`src/rtl/vga_pkg.sv`:
```
// Shared VGA timing constants, sync polarity encodings and a per-axis timing helper.
package vga_pkg;

    // 640x480@60 Hz timing (pixel clock 25.175 MHz nominal)
    localparam int unsigned VGA_H_ACTIVE = 640;
    localparam int unsigned VGA_H_FP     = 16;
    localparam int unsigned VGA_H_SYNC   = 96;
    localparam int unsigned VGA_H_BP     = 48;
    localparam int unsigned VGA_V_ACTIVE = 480;
    localparam int unsigned VGA_V_FP     = 10;
    localparam int unsigned VGA_V_SYNC   = 2;
    localparam int unsigned VGA_V_BP     = 33;

    // Sync pin polarity: value of SYNC_POL that selects each behaviour
    localparam logic SYNC_ACTIVE_LOW  = 1'b0;
    localparam logic SYNC_ACTIVE_HIGH = 1'b1;

    // Derived positions along one axis (line or frame)
    typedef struct packed {
        logic [31:0] total;
        logic [31:0] sync_start;
        logic [31:0] sync_end;
    } vga_axis_t;

    // Regions run active, front porch, sync, back porch starting at position 0
    function automatic vga_axis_t vga_axis_timing(
        input int unsigned active,
        input int unsigned fp,
        input int unsigned sync,
        input int unsigned bp
    );
        vga_axis_t t;
        t.sync_start = 32'(active + fp);
        t.sync_end   = 32'(active + fp + sync);
        t.total      = 32'(active + fp + sync + bp);
        return t;
    endfunction

endpackage

```
`src/rtl/vga_sync_cnt.sv`:
```
// One timing axis: wrapping position counter with active-region and sync-region flags.
module vga_sync_cnt #(
    parameter int unsigned TOTAL      = 800,
    parameter int unsigned SYNC_START = 656,
    parameter int unsigned SYNC_END   = 752,
    parameter int unsigned ACTIVE     = 640,
    parameter int unsigned CNT_W      = 10
) (
    input  logic             clk,
    input  logic             i_rst,
    input  logic             i_en,
    output logic [CNT_W-1:0] o_count,
    output logic             o_wrap_c,
    output logic             o_active_c,
    output logic             o_sync_c
);

    logic [CNT_W-1:0] count_q;
    logic [CNT_W-1:0] count_d;
    logic             at_last;

    // Advance on enable, wrapping from TOTAL-1 back to 0
    always_comb begin
        at_last = (32'(count_q) == (TOTAL - 1));
        count_d = count_q;
        if (i_en) begin
            count_d = at_last ? '0 : count_q + CNT_W'(1);
        end
    end

    // Position register
    always_ff @(posedge clk or posedge i_rst) begin
        if (i_rst) begin
            count_q <= '0;
        end else begin
            count_q <= count_d;
        end
    end

    assign o_count    = count_q;
    assign o_wrap_c   = i_en && at_last;
    assign o_active_c = (32'(count_q) < ACTIVE);
    assign o_sync_c   = (32'(count_q) >= SYNC_START) && (32'(count_q) < SYNC_END);

endmodule

```
`src/rtl/vga_timing_gen_p.sv`:
```
// Parametrised VGA timing generator: pixel-enable divider, h/v counters,
// pixel pull handshake and registered RGB/sync/blank pins one pixel behind the counters.
module vga_timing_gen_p
    import vga_pkg::*;
#(
    parameter int unsigned H_ACTIVE = VGA_H_ACTIVE,
    parameter int unsigned H_FP     = VGA_H_FP,
    parameter int unsigned H_SYNC   = VGA_H_SYNC,
    parameter int unsigned H_BP     = VGA_H_BP,
    parameter int unsigned V_ACTIVE = VGA_V_ACTIVE,
    parameter int unsigned V_FP     = VGA_V_FP,
    parameter int unsigned V_SYNC   = VGA_V_SYNC,
    parameter int unsigned V_BP     = VGA_V_BP,
    parameter int unsigned COLOR_W  = 10,
    parameter int unsigned CLK_DIV  = 2,
    parameter logic        SYNC_POL = SYNC_ACTIVE_LOW,
    parameter int unsigned CNT_W    = 10
) (
    input  logic               clk,
    input  logic               i_rst,
    input  logic               i_valid,
    input  logic [COLOR_W-1:0] i_red,
    input  logic [COLOR_W-1:0] i_green,
    input  logic [COLOR_W-1:0] i_blue,
    input  logic               i_clr_err,
    output logic               o_req,
    output logic               o_pix_en,
    output logic [CNT_W-1:0]   h_count,
    output logic [CNT_W-1:0]   v_count,
    output logic               o_hsync,
    output logic               o_vsync,
    output logic               o_vga_blank,
    output logic               o_vga_sync,
    output logic [COLOR_W-1:0] o_red,
    output logic [COLOR_W-1:0] o_green,
    output logic [COLOR_W-1:0] o_blue,
    output logic               o_frame_start,
    output logic               o_underflow
);

    localparam vga_axis_t   H_T     = vga_axis_timing(H_ACTIVE, H_FP, H_SYNC, H_BP);
    localparam vga_axis_t   V_T     = vga_axis_timing(V_ACTIVE, V_FP, V_SYNC, V_BP);
    localparam int unsigned H_TOTAL = H_T.total;
    localparam int unsigned V_TOTAL = V_T.total;
    localparam int unsigned DIV_W   = (CLK_DIV > 1) ? $clog2(CLK_DIV) : 1;
    localparam logic [63:0] CNT_RANGE = 64'(1) << CNT_W;

    // Reject configurations the counters or ports cannot represent
    generate
        if (H_ACTIVE == 0 || H_FP == 0 || H_SYNC == 0 || H_BP == 0 ||
            V_ACTIVE == 0 || V_FP == 0 || V_SYNC == 0 || V_BP == 0 ||
            COLOR_W == 0 || CNT_W == 0 || CNT_W > 32 || CLK_DIV < 1 ||
            64'(H_TOTAL) > CNT_RANGE || 64'(V_TOTAL) > CNT_RANGE) begin : g_bad_params
            $error("vga_timing_gen_p: invalid parameter set");
        end
    endgenerate

    logic [DIV_W-1:0]   div_q;
    logic [DIV_W-1:0]   div_d;
    logic               div_last;
    logic               pix_en;
    logic               h_wrap;
    logic               h_active;
    logic               h_sync;
    logic               v_wrap;
    logic               v_active;
    logic               v_sync;
    logic               active;
    logic               req;

    logic               hsync_q;
    logic               hsync_d;
    logic               vsync_q;
    logic               vsync_d;
    logic               blank_q;
    logic               blank_d;
    logic [COLOR_W-1:0] red_q;
    logic [COLOR_W-1:0] red_d;
    logic [COLOR_W-1:0] green_q;
    logic [COLOR_W-1:0] green_d;
    logic [COLOR_W-1:0] blue_q;
    logic [COLOR_W-1:0] blue_d;
    logic               underflow_q;
    logic               underflow_d;

    // Clock divider; pixel strobe on the last count, suppressed while in reset
    always_comb begin
        div_last = (32'(div_q) == (CLK_DIV - 1));
        pix_en   = div_last && !i_rst;
        div_d    = div_last ? '0 : div_q + DIV_W'(1);
    end

    // Divider register
    always_ff @(posedge clk or posedge i_rst) begin
        if (i_rst) begin
            div_q <= '0;
        end else begin
            div_q <= div_d;
        end
    end

    vga_sync_cnt #(
        .TOTAL      (H_TOTAL),
        .SYNC_START (H_T.sync_start),
        .SYNC_END   (H_T.sync_end),
        .ACTIVE     (H_ACTIVE),
        .CNT_W      (CNT_W)
    ) u_h_cnt (
        .clk        (clk),
        .i_rst      (i_rst),
        .i_en       (pix_en),
        .o_count    (h_count),
        .o_wrap_c   (h_wrap),
        .o_active_c (h_active),
        .o_sync_c   (h_sync)
    );

    vga_sync_cnt #(
        .TOTAL      (V_TOTAL),
        .SYNC_START (V_T.sync_start),
        .SYNC_END   (V_T.sync_end),
        .ACTIVE     (V_ACTIVE),
        .CNT_W      (CNT_W)
    ) u_v_cnt (
        .clk        (clk),
        .i_rst      (i_rst),
        .i_en       (h_wrap),
        .o_count    (v_count),
        .o_wrap_c   (v_wrap),
        .o_active_c (v_active),
        .o_sync_c   (v_sync)
    );

    // Next pin state: sample the current pixel on the strobe, otherwise hold
    always_comb begin
        active      = h_active && v_active;
        req         = pix_en && active && !i_rst;
        hsync_d     = hsync_q;
        vsync_d     = vsync_q;
        blank_d     = blank_q;
        red_d       = red_q;
        green_d     = green_q;
        blue_d      = blue_q;
        underflow_d = underflow_q;
        if (pix_en) begin
            hsync_d = h_sync ~^ SYNC_POL;
            vsync_d = v_sync ~^ SYNC_POL;
            blank_d = active;
            if (active && i_valid) begin
                red_d   = i_red;
                green_d = i_green;
                blue_d  = i_blue;
            end else begin
                red_d   = '0;
                green_d = '0;
                blue_d  = '0;
            end
        end
        // A fresh underflow outranks a simultaneous clear
        if (i_clr_err) begin
            underflow_d = 1'b0;
        end
        if (req && !i_valid) begin
            underflow_d = 1'b1;
        end
    end

    // Output pin registers; syncs rest at their inactive level
    always_ff @(posedge clk or posedge i_rst) begin
        if (i_rst) begin
            hsync_q     <= ~SYNC_POL;
            vsync_q     <= ~SYNC_POL;
            blank_q     <= 1'b0;
            red_q       <= '0;
            green_q     <= '0;
            blue_q      <= '0;
            underflow_q <= 1'b0;
        end else begin
            hsync_q     <= hsync_d;
            vsync_q     <= vsync_d;
            blank_q     <= blank_d;
            red_q       <= red_d;
            green_q     <= green_d;
            blue_q      <= blue_d;
            underflow_q <= underflow_d;
        end
    end

    assign o_req         = req;
    assign o_pix_en      = pix_en;
    assign o_frame_start = pix_en && (h_count == '0) && (v_count == '0);
    assign o_hsync       = hsync_q;
    assign o_vsync       = vsync_q;
    assign o_vga_blank   = blank_q;
    assign o_vga_sync    = 1'b0;
    assign o_red         = red_q;
    assign o_green       = green_q;
    assign o_blue        = blue_q;
    assign o_underflow   = underflow_q;

    // Frame wrap is implied by the counters; exposed only for completeness of the axis
    logic unused_v_wrap;
    assign unused_v_wrap = v_wrap;

endmodule

```
`config.mk`:
```
export PLATFORM = sky130hd
export DESIGN_NAME = vga_timing_gen_p
export DESIGN_NICKNAME = d
export VERILOG_FILES = /design/src/rtl/vga_pkg.sv /design/src/rtl/vga_sync_cnt.sv /design/src/rtl/vga_timing_gen_p.sv
export SDC_FILE = /design/constraint.sdc
export NUM_CORES = 1
export LEC_CHECK = 0
export ABC_AREA = 1
export ABC_CLOCK_PERIOD_IN_PS = 4800
export BUFFER_PORTS_ARGS = -buffer_cell sky130_fd_sc_hd__buf_4
export CAP_MARGIN = 20
export CORE_MARGIN = 8
export CORE_UTILIZATION = 50
export CTS_CLUSTER_DIAMETER = 30
export DETAILED_ROUTE_END_ITERATION = 8
export PLACE_DENSITY_LB_ADDON = 0.3
export SLEW_MARGIN = 20
export SYNTH_ARGS = -nofsm -noshare
export SYNTH_HDL_FRONTEND = slang
export SYNTH_SLANG_ARGS = --single-unit
export TNS_END_PERCENT = 50
```
`constraint.sdc`:
```
create_clock -name clk -period 4.8 [get_ports clk]
set_input_delay 0.24 -clock clk [delete_from_list [all_inputs] [get_ports clk]]
set_output_delay 0.24 -clock clk [all_outputs]
set_load 0.02 [all_outputs]
```
== Word-level counts from Yosys, hierarchy flattened ==
Index checks and enable logic that the tools add are counted.
Word-level totals
  register bits: 55
  input bits: 34
  output and inout port bits: 58
  logic and storage cells: 47
Cells by class
  $add $sub $neg: 3
  order comparisons: 6
  eq/ne operators: 2
  mux-type cells: 8
  bitwise gates (word level): 2
  reductions and logical operators: 16
Operator list (number)
  two-way mux 10 bit: 5
  adder 10 x 1 -> 10 bit (second input constant): 2
  == test 10 bit (second input constant): 2
  zero test 10 bit: 2
  less-than comparator 10 bit (second input constant): 2
  less-than comparator 10 x 9 -> 1 bit (second input constant): 2
  logical AND 1 bit: 11
  greater-or-equal comparator 10 bit (second input constant): 1
  greater-or-equal comparator 10 x 9 -> 1 bit (second input constant): 1
  two-way mux 1 bit: 3
  zero test 1 bit: 2
  NOT 1 bit: 2
  nonzero test 2 bit: 1
  adder 1 bit (second input constant): 1

== Longest topological paths before layout ==
Gate-level depths: netlist (run 1).
  depth after elaboration: 6
  depth in mapped cells: 8
  gate-level depth less buffers: 8

== Hierarchy ==
Synthesis (run 1) repeated with hierarchy kept, for this count alone.
Unflattened totals
  cell total of the unflattened synthesis: 355
  area, all modules: 2797.7 um^2
By module, submodules not included
  vga_timing_gen_p: instances 1, cells each 171, area each 1483.9 um^2, sequential area each 878.3 um^2
  vga_sync_cnt at u_v_cnt: instances 1, cells each 91, area each 660.6 um^2, sequential area each 250.2 um^2
  vga_sync_cnt at u_h_cnt: instances 1, cells each 93, area each 653.1 um^2, sequential area each 250.2 um^2

== Worst setup path before layout (run 1) ==
No wires, ideal clock.
  path type: input to output
  start point: in i_rst
  end point: out o_frame_start
  arrival time: 1.847 ns
  required time: 4.560 ns
  path slack: 2.713 ns
  stages: 4
  path buffers: 1
  path through: inv_2 > nand2_4 > clkbuf_1 > nor3_1
On the way
  cells in the longest elaborated chain, start to end: 4
Ends and longest elaborated chain
  from (decl): RTL line vga_timing_gen_p.sv:20  | input logic i_rst,
  zero test 1 bit (no line)
  logical AND 1 bit: RTL line vga_timing_gen_p.sv:89  | pix_en = div_last && !i_rst;
  logical AND 1 bit (2 in series): RTL line vga_timing_gen_p.sv:191  | assign o_frame_start = pix_en && (h_count == '0) && (v_count == '0);
  to (decl): RTL line vga_timing_gen_p.sv:37  | output logic o_frame_start,
Every way passes these cells.

== Worst setup path in the final report (run 1) ==
  start point: in i_rst
  end point: out o_req
On the way
  cells in the longest elaborated chain, start to end: 4
Ends and longest elaborated chain
  zero test 1 bit (no line) *
  logical AND 1 bit: RTL line vga_timing_gen_p.sv:89
  logical AND 1 bit: RTL line vga_timing_gen_p.sv:137  | req = pix_en && active && !i_rst;
  logical AND 1 bit *: RTL line vga_timing_gen_p.sv:137
  to (decl): RTL line vga_timing_gen_p.sv:26  | output logic o_req,
Mark *: on every way between the ends. The rest lies on a longest branch, timed or not.

==> results of run 1 <==
registers in the layout, indices dropped and copies added, names as in the netlist:
register,cells
o_hsync,1
o_red,10
o_underflow,1
o_green,10
o_vga_blank,1
o_blue,10
u_v_cnt.o_count,10
div_last,1
u_h_cnt.o_count,10
o_vsync,1
per-layer routing:
layer / vias up / global-route usage
met5: - / 0
met4: 0 / 0.0485
met3: 7 / 0.0590
met2: 75 / 0.248
met1: 1081 / 0.205
li1: 1166 / -
cells by family after synthesis:
group | count (synthesis)
flops | 55
other cells | 1
buf+inv | 44
xor+xnor | 9
compound gates | 46
fa+ha+maj | 4
simple gates | 156
placed cells by master, fill, tap and decap left out, drive strengths merged, types with 4 or more instances in the layout:
| cell type | synthesis | final |
|---|---|---|
| nand4 | 5 | 5 |
| inv | 29 | 29 |
| nand3 | 21 | 21 |
| xor2 | 7 | 7 |
| buf | 8 | 91 |
| clkbuf | 6 | 6 |
| nor2 | 19 | 19 |
| o21ai | 42 | 42 |
| ha | 4 | 4 |
| dfrtp | 53 | 53 |
| nand2 | 102 | 102 |
| nor3 | 7 | 7 |
per-stage QoR:
| step | hold slack [ps] | util | area, µm² |
|---|---|---|---|
| 3_3_place_gp | 440 | 0.633 | 3440 |
| 2_1_floorplan | 342 | - | 2790 |
| 3_5_place_dp | 443 | 0.633 | 3440 |
| 6_report | 114 | 0.651 | 3540 |
| 5_1_grt | 94.8 | 0.651 | 3540 |
| 4_1_cts | 109 | 0.651 | 3540 |
final cells by class:
cell class / count / area, µm²
flip-flops and latches: 55 / 1380
fillers: 463 / 1900
clock inverters: 2 / 16.3
repair buffers: 91 / 683
clock buffers: 6 / 82.6
inverters: 30 / 114
multi-input cells: 216 / 1180
well taps: 72 / 90.1
power groups by stage:
stage	clock network, mW	logic [mW]	registers, mW
6_report	0.270	0.386	0.589
5_1_grt	0.293	0.422	0.599
4_1_cts	0.273	0.391	0.588
3_5_place_dp	0	0.391	0.596
3_3_place_gp	0	0.384	0.598
2_1_floorplan	0	0.182	0.656
how the worst min path moves through the flow:
stage | from | to | slack, ps | depth (start not counted)
after global placement | i_clr_err | o_underflow | 440 | 2
after floorplan | i_rst | div_last | 340 | 1
after CTS | i_clr_err | o_underflow | 110 | 2
final | i_rst | u_h_cnt.o_count[6] | 110 | 3
after global routing | i_clr_err | o_underflow | 90 | 2
after detailed placement | i_clr_err | o_underflow | 440 | 2
worst min-delay path: cells and delay by family:
| family | cells | cell delay, ps |
|---|---|---|
| buffers and inverters | 3 | 680 |
==> impl_metrics.prom, run 1 <==
# TYPE chip_impl_metric gauge
chip_impl_metric{name="route.antenna.remaining_nets",unit=""} 0
chip_impl_metric{name="portBuffers",unit=""} 90
chip_impl_info{name="dominant_combinational_cell_family_by_area_after_synthesis",value="simple AND/OR/NAND/NOR gates"} 1
chip_impl_metric{name="timing.fmax",unit="GHz"} 0.399
chip_impl_metric{name="grt_first_pass_wirelength",unit="mm"} 11.1
chip_impl_metric{name="timing.final.crit_period",unit="ps"} 2500
chip_impl_metric{name="flip_flop_and_latch_count_after_synthesis",unit=""} 55
chip_impl_metric{name="drt_pass1_iterations",unit=""} 4
chip_impl_info{name="synth_area_leaders",value="dfrtp_1, nand2_1, o21ai_2"} 1
chip_impl_metric{name="design.core.area",unit="µm²"} 5440
chip_impl_metric{name="post-layout-total-power",unit="mW"} 1.24
chip_impl_metric{name="worst_setup_hold_path_clk_slew",unit="ps"} 100
chip_impl_metric{name="syn-cell-area",unit="µm²"} 2790
chip_impl_metric{name="crit_cells",unit=""} 8
chip_impl_info{name="hold_wc_path_type",value="in2async"} 1
chip_impl_metric{name="yosys.cell_types.count",unit=""} 34
chip_impl_metric{name="maximum_fanout_along_the_worst_path",unit=""} 56
chip_impl_metric{name="share_of_the_synthesized_area_in_compound_gates_ao_oa_aoi_oai",unit=""} 0.124
chip_impl_metric{name="critPathRequiredTime",unit="ps"} 4560
chip_impl_info{name="timing.setup.critical_path_class",value="in2out"} 1
chip_impl_metric{name="setup_viol",unit=""} 0
chip_impl_metric{name="vias",unit=""} 2329
chip_impl_metric{name="grt_antenna_before_repair",unit=""} 0
chip_impl_metric{name="ys_async_sr_fraction",unit=""} 1.00
chip_impl_metric{name="finalSetupTns",unit="ps"} 0
chip_impl_metric{name="cts_resized",unit=""} 0
chip_impl_info{name="reg2reg_from",value="div_last"} 1
chip_impl_metric{name="grt_pass1_vias",unit=""} 2420
chip_impl_metric{name="finish.cell_count_without_fillers",unit=""} 472
chip_impl_metric{name="final-max-slew-violation-count",unit=""} 0
chip_impl_metric{name="postSynthAreaPerCell",unit="µm²"} 8.86
chip_impl_info{name="crit_start",value="i_rst"} 1
chip_impl_metric{name="die_width",unit="µm"} 90.7
chip_impl_metric{name="maxCapViolations",unit=""} 0
chip_impl_metric{name="post-dp-hpwl",unit="mm"} 5.03
chip_impl_info{name="timing.critical_path.cells",value="buf_4 -> inv_2 -> buf_4 -> nand2_4 -> nor3_4 -> nand2_4 -> inv_1 -> buf_4"} 1
chip_impl_metric{name="dpl_worst_slack",unit="ps"} 2210
chip_impl_metric{name="grt.total_usage",unit=""} 0.161
chip_impl_metric{name="p_seq_frac",unit=""} 0.473
chip_impl_metric{name="power.density",unit="nW/µm²"} 351
chip_impl_metric{name="route.final.wire_length",unit="mm"} 6.66
chip_impl_info{name="setup_repair_after_global_routing_missed_its_margin",value="false"} 1
chip_impl_info{name="rr_endpoint",value="u_v_cnt.o_count[2]"} 1
chip_impl_metric{name="post_cts_buffers",unit=""} 0
chip_impl_metric{name="ctsHoldBuffers",unit=""} 0
chip_impl_metric{name="wl_per_cell",unit="µm"} 14.1
chip_impl_metric{name="maxSlewHeadroom",unit=""} 0.528
chip_impl_metric{name="vdd.ir_drop.worst",unit="mV"} 0.161
chip_impl_metric{name="die-height",unit="µm"} 90.7
chip_impl_metric{name="synth.area.mux_share",unit=""} 0
chip_impl_metric{name="comb_power_share",unit=""} 0.310
chip_impl_metric{name="globalplace.congestion",unit=""} 0.887
chip_impl_metric{name="clock_sink_count",unit=""} 55
chip_impl_info{name="critical_path.endpoint",value="o_req"} 1
chip_impl_info{name="dr.max_layer_used",value="met4"} 1
chip_impl_metric{name="wl_met1",unit="mm"} 2.96
chip_impl_metric{name="clk_path_buf_depth",unit=""} 2
chip_impl_metric{name="placedCellCount",unit=""} 464
chip_impl_info{name="worst_path_max_delay_cell",value="buf_4"} 1
chip_impl_info{name="critical_path.most_common_cell",value="buf_4"} 1
chip_impl_metric{name="min_period_over_period",unit=""} 0.522
chip_impl_metric{name="post_synth_and_or_nand_nor_area_fraction",unit=""} 0.251
chip_impl_metric{name="finalHoldViolations",unit=""} 0
chip_impl_info{name="result_of_the_run",value="finished, final reports clean"} 1
chip_impl_metric{name="tightest_slew",unit="ps"} 708
chip_impl_info{name="synth.most_common_cell",value="nand2_1"} 1
chip_impl_metric{name="cp_slowest_stage_delay",unit="ps"} 540
chip_impl_info{name="cts.root.buffer_cell",value="clkbuf_8"} 1
chip_impl_info{name="end_kind",value="primary output"} 1
chip_impl_metric{name="switching_share",unit=""} 0.361
chip_impl_metric{name="start_util",unit=""} 0.513
chip_impl_metric{name="met2WireLength",unit="mm"} 3.11
chip_impl_metric{name="grt_start_max_net_pins",unit=""} 57
chip_impl_metric{name="post_detailed_route_drc_marker_count",unit=""} 0
chip_impl_metric{name="ios",unit=""} 92
chip_impl_metric{name="fp-row-count",unit=""} 27
chip_impl_metric{name="finClkSkew",unit="ps"} 5.39
chip_impl_metric{name="detail_route.iter0.violations",unit=""} 116
chip_impl_metric{name="synth.yosys.warnings",unit=""} 0
chip_impl_metric{name="num_antenna_cells",unit=""} 0
chip_impl_metric{name="power_frac_clock",unit=""} 0.217
chip_impl_metric{name="critical_path_arrival",unit="ps"} 2260
chip_impl_metric{name="synth_enable_flop_cells",unit=""} 0
chip_impl_metric{name="power_leakage",unit="nW"} 1.84
chip_impl_metric{name="grt_remaining_overflow",unit=""} 0
chip_impl_metric{name="ys_seq_area_frac",unit=""} 0.494
chip_impl_info{name="clock_tree_from_tritoncts",value="done"} 1
chip_impl_metric{name="post-route-worst-setup-slack",unit="ps"} 2300
chip_impl_info{name="timing.critical_path.max_delay_family",value="simple AND/OR/NAND/NOR gates"} 1
chip_impl_metric{name="final_nets",unit=""} 437
chip_impl_info{name="crit_path_start_kind",value="primary input"} 1
chip_impl_metric{name="synth_adder_area_share",unit=""} 0.0179
chip_impl_metric{name="post_synth_xor_area_fraction",unit=""} 0.0282
chip_impl_metric{name="wl_met3",unit="µm"} 530
chip_impl_info{name="ys_top_cells_by_count",value="nand2_1, dfrtp_1, o21ai_2, inv_1, nand3_1"} 1
chip_impl_metric{name="internal_power",unit="mW"} 0.795
chip_impl_metric{name="cts-buffers-inserted",unit=""} 5
chip_impl_metric{name="via_per_inst",unit=""} 4.93
chip_impl_metric{name="synthesis.instances",unit=""} 315
chip_impl_metric{name="regToRegSetupSlack",unit="ps"} 2960
chip_impl_metric{name="count_of_h_tree_levels_built_during_cts",unit=""} 2
chip_impl_metric{name="timing.reg2reg.worst_path_depth",unit=""} 6
chip_impl_metric{name="critical_path.n_buffers_inverters",unit=""} 5
chip_impl_info{name="yosys.area.top_type",value="dfrtp_1"} 1
chip_impl_info{name="synthFlopType",value="dfrtp_1"} 1
chip_impl_metric{name="synth.top_cell.area_share",unit=""} 0.475
chip_impl_metric{name="floorplan.die_area",unit="µm²"} 8230
chip_impl_metric{name="later_pin_clock_latency_in_the_skew_report",unit="ps"} 300
chip_impl_metric{name="switchingPower",unit="mW"} 0.449
chip_impl_metric{name="layout-area-overhead-vs-synth",unit="%"} 26.9
chip_impl_metric{name="final_layout_size_suffix_gt1_frac",unit=""} 0.363
chip_impl_metric{name="synth.net_count",unit=""} 353
Power figures use the tool's default switching activity.
==> inputs of run 2 (changes only) <==
- ABC_AREA: 1 -> 0
- ABC_CLOCK_PERIOD_IN_PS: 4800 -> 2210
- CORE_UTILIZATION: 50 -> 44
- clock period: 4.8 -> 2.21 ns (I/O delays scaled with it)
==> run 2 against run 1 <==
Net effect: worst setup slack worse by 2000 ps; synthesized area down 13%; sequential cell count did not move; cell count is 21% lower; largest cell class unchanged.
==> impl_metrics.prom, run 2 <==
# TYPE chip_impl_metric gauge
chip_impl_metric{name="count_of_h_tree_levels_built_during_cts",unit=""} 2
chip_impl_metric{name="grt_remaining_overflow",unit=""} 0
chip_impl_info{name="hold_wc_path_type",value="in2reg"} 1
chip_impl_metric{name="dpl_worst_slack",unit="ps"} 471
chip_impl_metric{name="maximum_fanout_along_the_worst_path",unit=""} 8
chip_impl_metric{name="post_detailed_route_drc_marker_count",unit=""} 0
chip_impl_metric{name="critical_path_arrival",unit="ps"} 1760
chip_impl_metric{name="fp-row-count",unit=""} 27
chip_impl_metric{name="cts-buffers-inserted",unit=""} 5
chip_impl_info{name="cts.root.buffer_cell",value="clkbuf_8"} 1
chip_impl_metric{name="design.core.area",unit="µm²"} 5410
chip_impl_metric{name="finClkSkew",unit="ps"} 6.04
chip_impl_metric{name="route.final.wire_length",unit="mm"} 6.14
chip_impl_metric{name="die_width",unit="µm"} 90.3
chip_impl_metric{name="post-route-worst-setup-slack",unit="ps"} 339
chip_impl_metric{name="maxSlewHeadroom",unit=""} 0.546
chip_impl_metric{name="ys_async_sr_fraction",unit=""} 1.00
chip_impl_metric{name="later_pin_clock_latency_in_the_skew_report",unit="ps"} 300
chip_impl_metric{name="portBuffers",unit=""} 90
chip_impl_metric{name="timing.fmax",unit="GHz"} 0.534
chip_impl_metric{name="place_area",unit="µm²"} 3150
chip_impl_metric{name="grt_antenna_before_repair",unit=""} 0
chip_impl_metric{name="setup_viol",unit=""} 0
chip_impl_metric{name="num_antenna_cells",unit=""} 0
chip_impl_metric{name="final-max-slew-violation-count",unit=""} 0
chip_impl_metric{name="fill_cells",unit=""} 464
chip_impl_metric{name="synth_enable_flop_cells",unit=""} 0
chip_impl_metric{name="worst_setup_hold_path_clk_slew",unit="ps"} 90
chip_impl_metric{name="detail_route.iter0.violations",unit=""} 50
chip_impl_info{name="synth_area_leaders",value="dfrtp_1, a22o_1, o21ai_0"} 1
chip_impl_metric{name="grt_first_pass_wirelength",unit="mm"} 10.4
chip_impl_metric{name="cts_resized",unit=""} 0
chip_impl_info{name="crit_path_start_kind",value="flip-flop"} 1
chip_impl_info{name="timing.setup.critical_path_class",value="reg2out"} 1
chip_impl_metric{name="layout-area-overhead-vs-synth",unit="%"} 34.7
chip_impl_info{name="layout.cells.most_common",value="buf_4"} 1
chip_impl_metric{name="die-height",unit="µm"} 90.3
chip_impl_info{name="result_of_the_run",value="finished, final reports clean"} 1
chip_impl_metric{name="ctsHoldBuffers",unit=""} 2
chip_impl_metric{name="post_cts_buffers",unit=""} 0
chip_impl_metric{name="clk_path_buf_depth",unit=""} 2
chip_impl_metric{name="synth.net_count",unit=""} 249
chip_impl_info{name="synthFlopType",value="dfrtp_1"} 1
chip_impl_metric{name="maxCapViolations",unit=""} 0
chip_impl_metric{name="globalplace.congestion",unit=""} 0.807
chip_impl_metric{name="floorplan.die_area",unit="µm²"} 8160
chip_impl_metric{name="power.density",unit="nW/µm²"} 611
chip_impl_metric{name="via_per_inst",unit=""} 5.37
chip_impl_metric{name="drt_pass1_iterations",unit=""} 4
chip_impl_info{name="synth.most_common_cell",value="dfrtp_1"} 1
chip_impl_metric{name="whs",unit="ps"} 26.3
chip_impl_metric{name="ios",unit=""} 92
chip_impl_metric{name="synthesis.instances",unit=""} 211
chip_impl_info{name="setup_repair_after_global_routing_missed_its_margin",value="false"} 1
chip_impl_metric{name="route.antenna.remaining_nets",unit=""} 0
chip_impl_metric{name="power_leakage",unit="nW"} 1.68
chip_impl_metric{name="final_layout_size_suffix_gt1_frac",unit=""} 0.377
chip_impl_metric{name="vdd.ir_drop.worst",unit="mV"} 0.521
chip_impl_metric{name="synth.top_cell.area_share",unit=""} 0.546
chip_impl_metric{name="timing.final.crit_period",unit="ps"} 1870
chip_impl_metric{name="min_period_over_period",unit=""} 0.847
chip_impl_info{name="ys_top_cells_by_count",value="dfrtp_1, a22o_1, nand2_1, o21ai_0"} 1
chip_impl_metric{name="grt.total_usage",unit=""} 0.152
chip_impl_metric{name="finalSetupTns",unit="ps"} 0
chip_impl_metric{name="synth.yosys.warnings",unit=""} 0
chip_impl_metric{name="postSynthAreaPerCell",unit="µm²"} 11.5
chip_impl_info{name="end_kind",value="primary output"} 1
chip_impl_info{name="yosys.area.top_type",value="dfrtp_1"} 1
chip_impl_metric{name="clock_sink_count",unit=""} 55
chip_impl_metric{name="post-layout-total-power",unit="mW"} 2.00
chip_impl_metric{name="grt_start_max_net_pins",unit=""} 56
chip_impl_metric{name="layout.cell_area.non_filler",unit="µm²"} 3270
chip_impl_metric{name="syn-cell-area",unit="µm²"} 2430
chip_impl_metric{name="vias",unit=""} 2008
chip_impl_info{name="clock_tree_from_tritoncts",value="done"} 1
chip_impl_metric{name="ys_seq_area_frac",unit=""} 0.567
chip_impl_metric{name="yosys.cell_types.count",unit=""} 48
chip_impl_metric{name="flip_flop_and_latch_count_after_synthesis",unit=""} 55
chip_impl_metric{name="post-dp-hpwl",unit="mm"} 4.46
chip_impl_metric{name="wl_per_cell",unit="µm"} 16.4
chip_impl_metric{name="critPathRequiredTime",unit="ps"} 2100
chip_impl_metric{name="tightest_slew",unit="ps"} 681
chip_impl_info{name="most-common-layout-cells",value="buf_4, dfrtp_1, a22o_1, nand2_1, o21ai_0"} 1
chip_impl_metric{name="final_nets",unit=""} 339
chip_impl_metric{name="start_util",unit=""} 0.450
chip_impl_metric{name="finalHoldViolations",unit=""} 0
chip_impl_metric{name="grt_pass1_vias",unit=""} 2023
-- run 2: changes by cell type in the layout (fill, tap and decap cells not counted), sizes merged, moves of 5 or more --
cell,before,now
nor2,19,6
and3,0,5
nand2,102,17
nand3,21,10
o21ai,42,13
a22o,0,30
inv,29,10
-- run 2: worst max-delay path, stage by stage, from the launching register on --
cell	delay, ps
dfrtp_1	490
nor4_1	500
nand4_1	140
nor2_1	160
buf_4	160
-- run 2: power by group --
part | switching, mW | leakage, nW | internal, mW
Combinational | 0.168 | 0.899 | 0.140
Sequential | 0.0623 | 0.728 | 1.05
Clock | 0.296 | 0.0515 | 0.286
-- run 2: cells by family (layout without fill, tap and decap cells) --
family / count (synthesis) / count (layout) / synth area share
other cells: 1 / 1 / 0.00154
compound gates: 56 / 56 / 0.176
simple gates: 62 / 62 / 0.150
flops: 55 / 55 / 0.567
xor+xnor: 8 / 8 / 0.0288
fa+ha+maj: 4 / 4 / 0.0206
buf+inv: 24 / 115 / 0.0520
mux: 1 / 1 / 0.00412
-- run 2: metal layers --
metal	share of wire	track usage
met1	0.48	0.215
met2	0.45	0.223
met3	0.060	0.0432
met4	0.011	0.0347
met5	0	0
-- run 2: cell type report --
type                    instances  area [µm²]  area share
well taps                      72        90.1      0.0275
inverters                      12        48.8      0.0149
multi-input cells             132         925       0.282
repair buffers                 95         731       0.223
flip-flops and latches         55        1380       0.421
clock buffers                   8         100      0.0306
-- run 2: per-stage QoR --
step           instances   util
6_report             374  0.606
5_1_grt              374  0.606
4_1_cts              374  0.606
3_5_place_dp         364  0.583
3_3_place_gp         364  0.583
2_1_floorplan        211      -
-- run 2: path summary, 6_finish.rpt --
kind	start	endpoint	slack (ps)	depth (start not counted)
worst max-delay path	u_v_cnt.o_count[4]	o_frame_start	340	4
worst min-delay path	i_green[1]	o_green[1]	30	2
worst max register to register	u_v_cnt.o_count[9]	o_underflow	460	4
worst min register to register	div_last	div_last	480	1
max in group asynchronous	i_rst	o_underflow	1710	3
min in group asynchronous	i_rst	u_v_cnt.o_count[3]	60	3
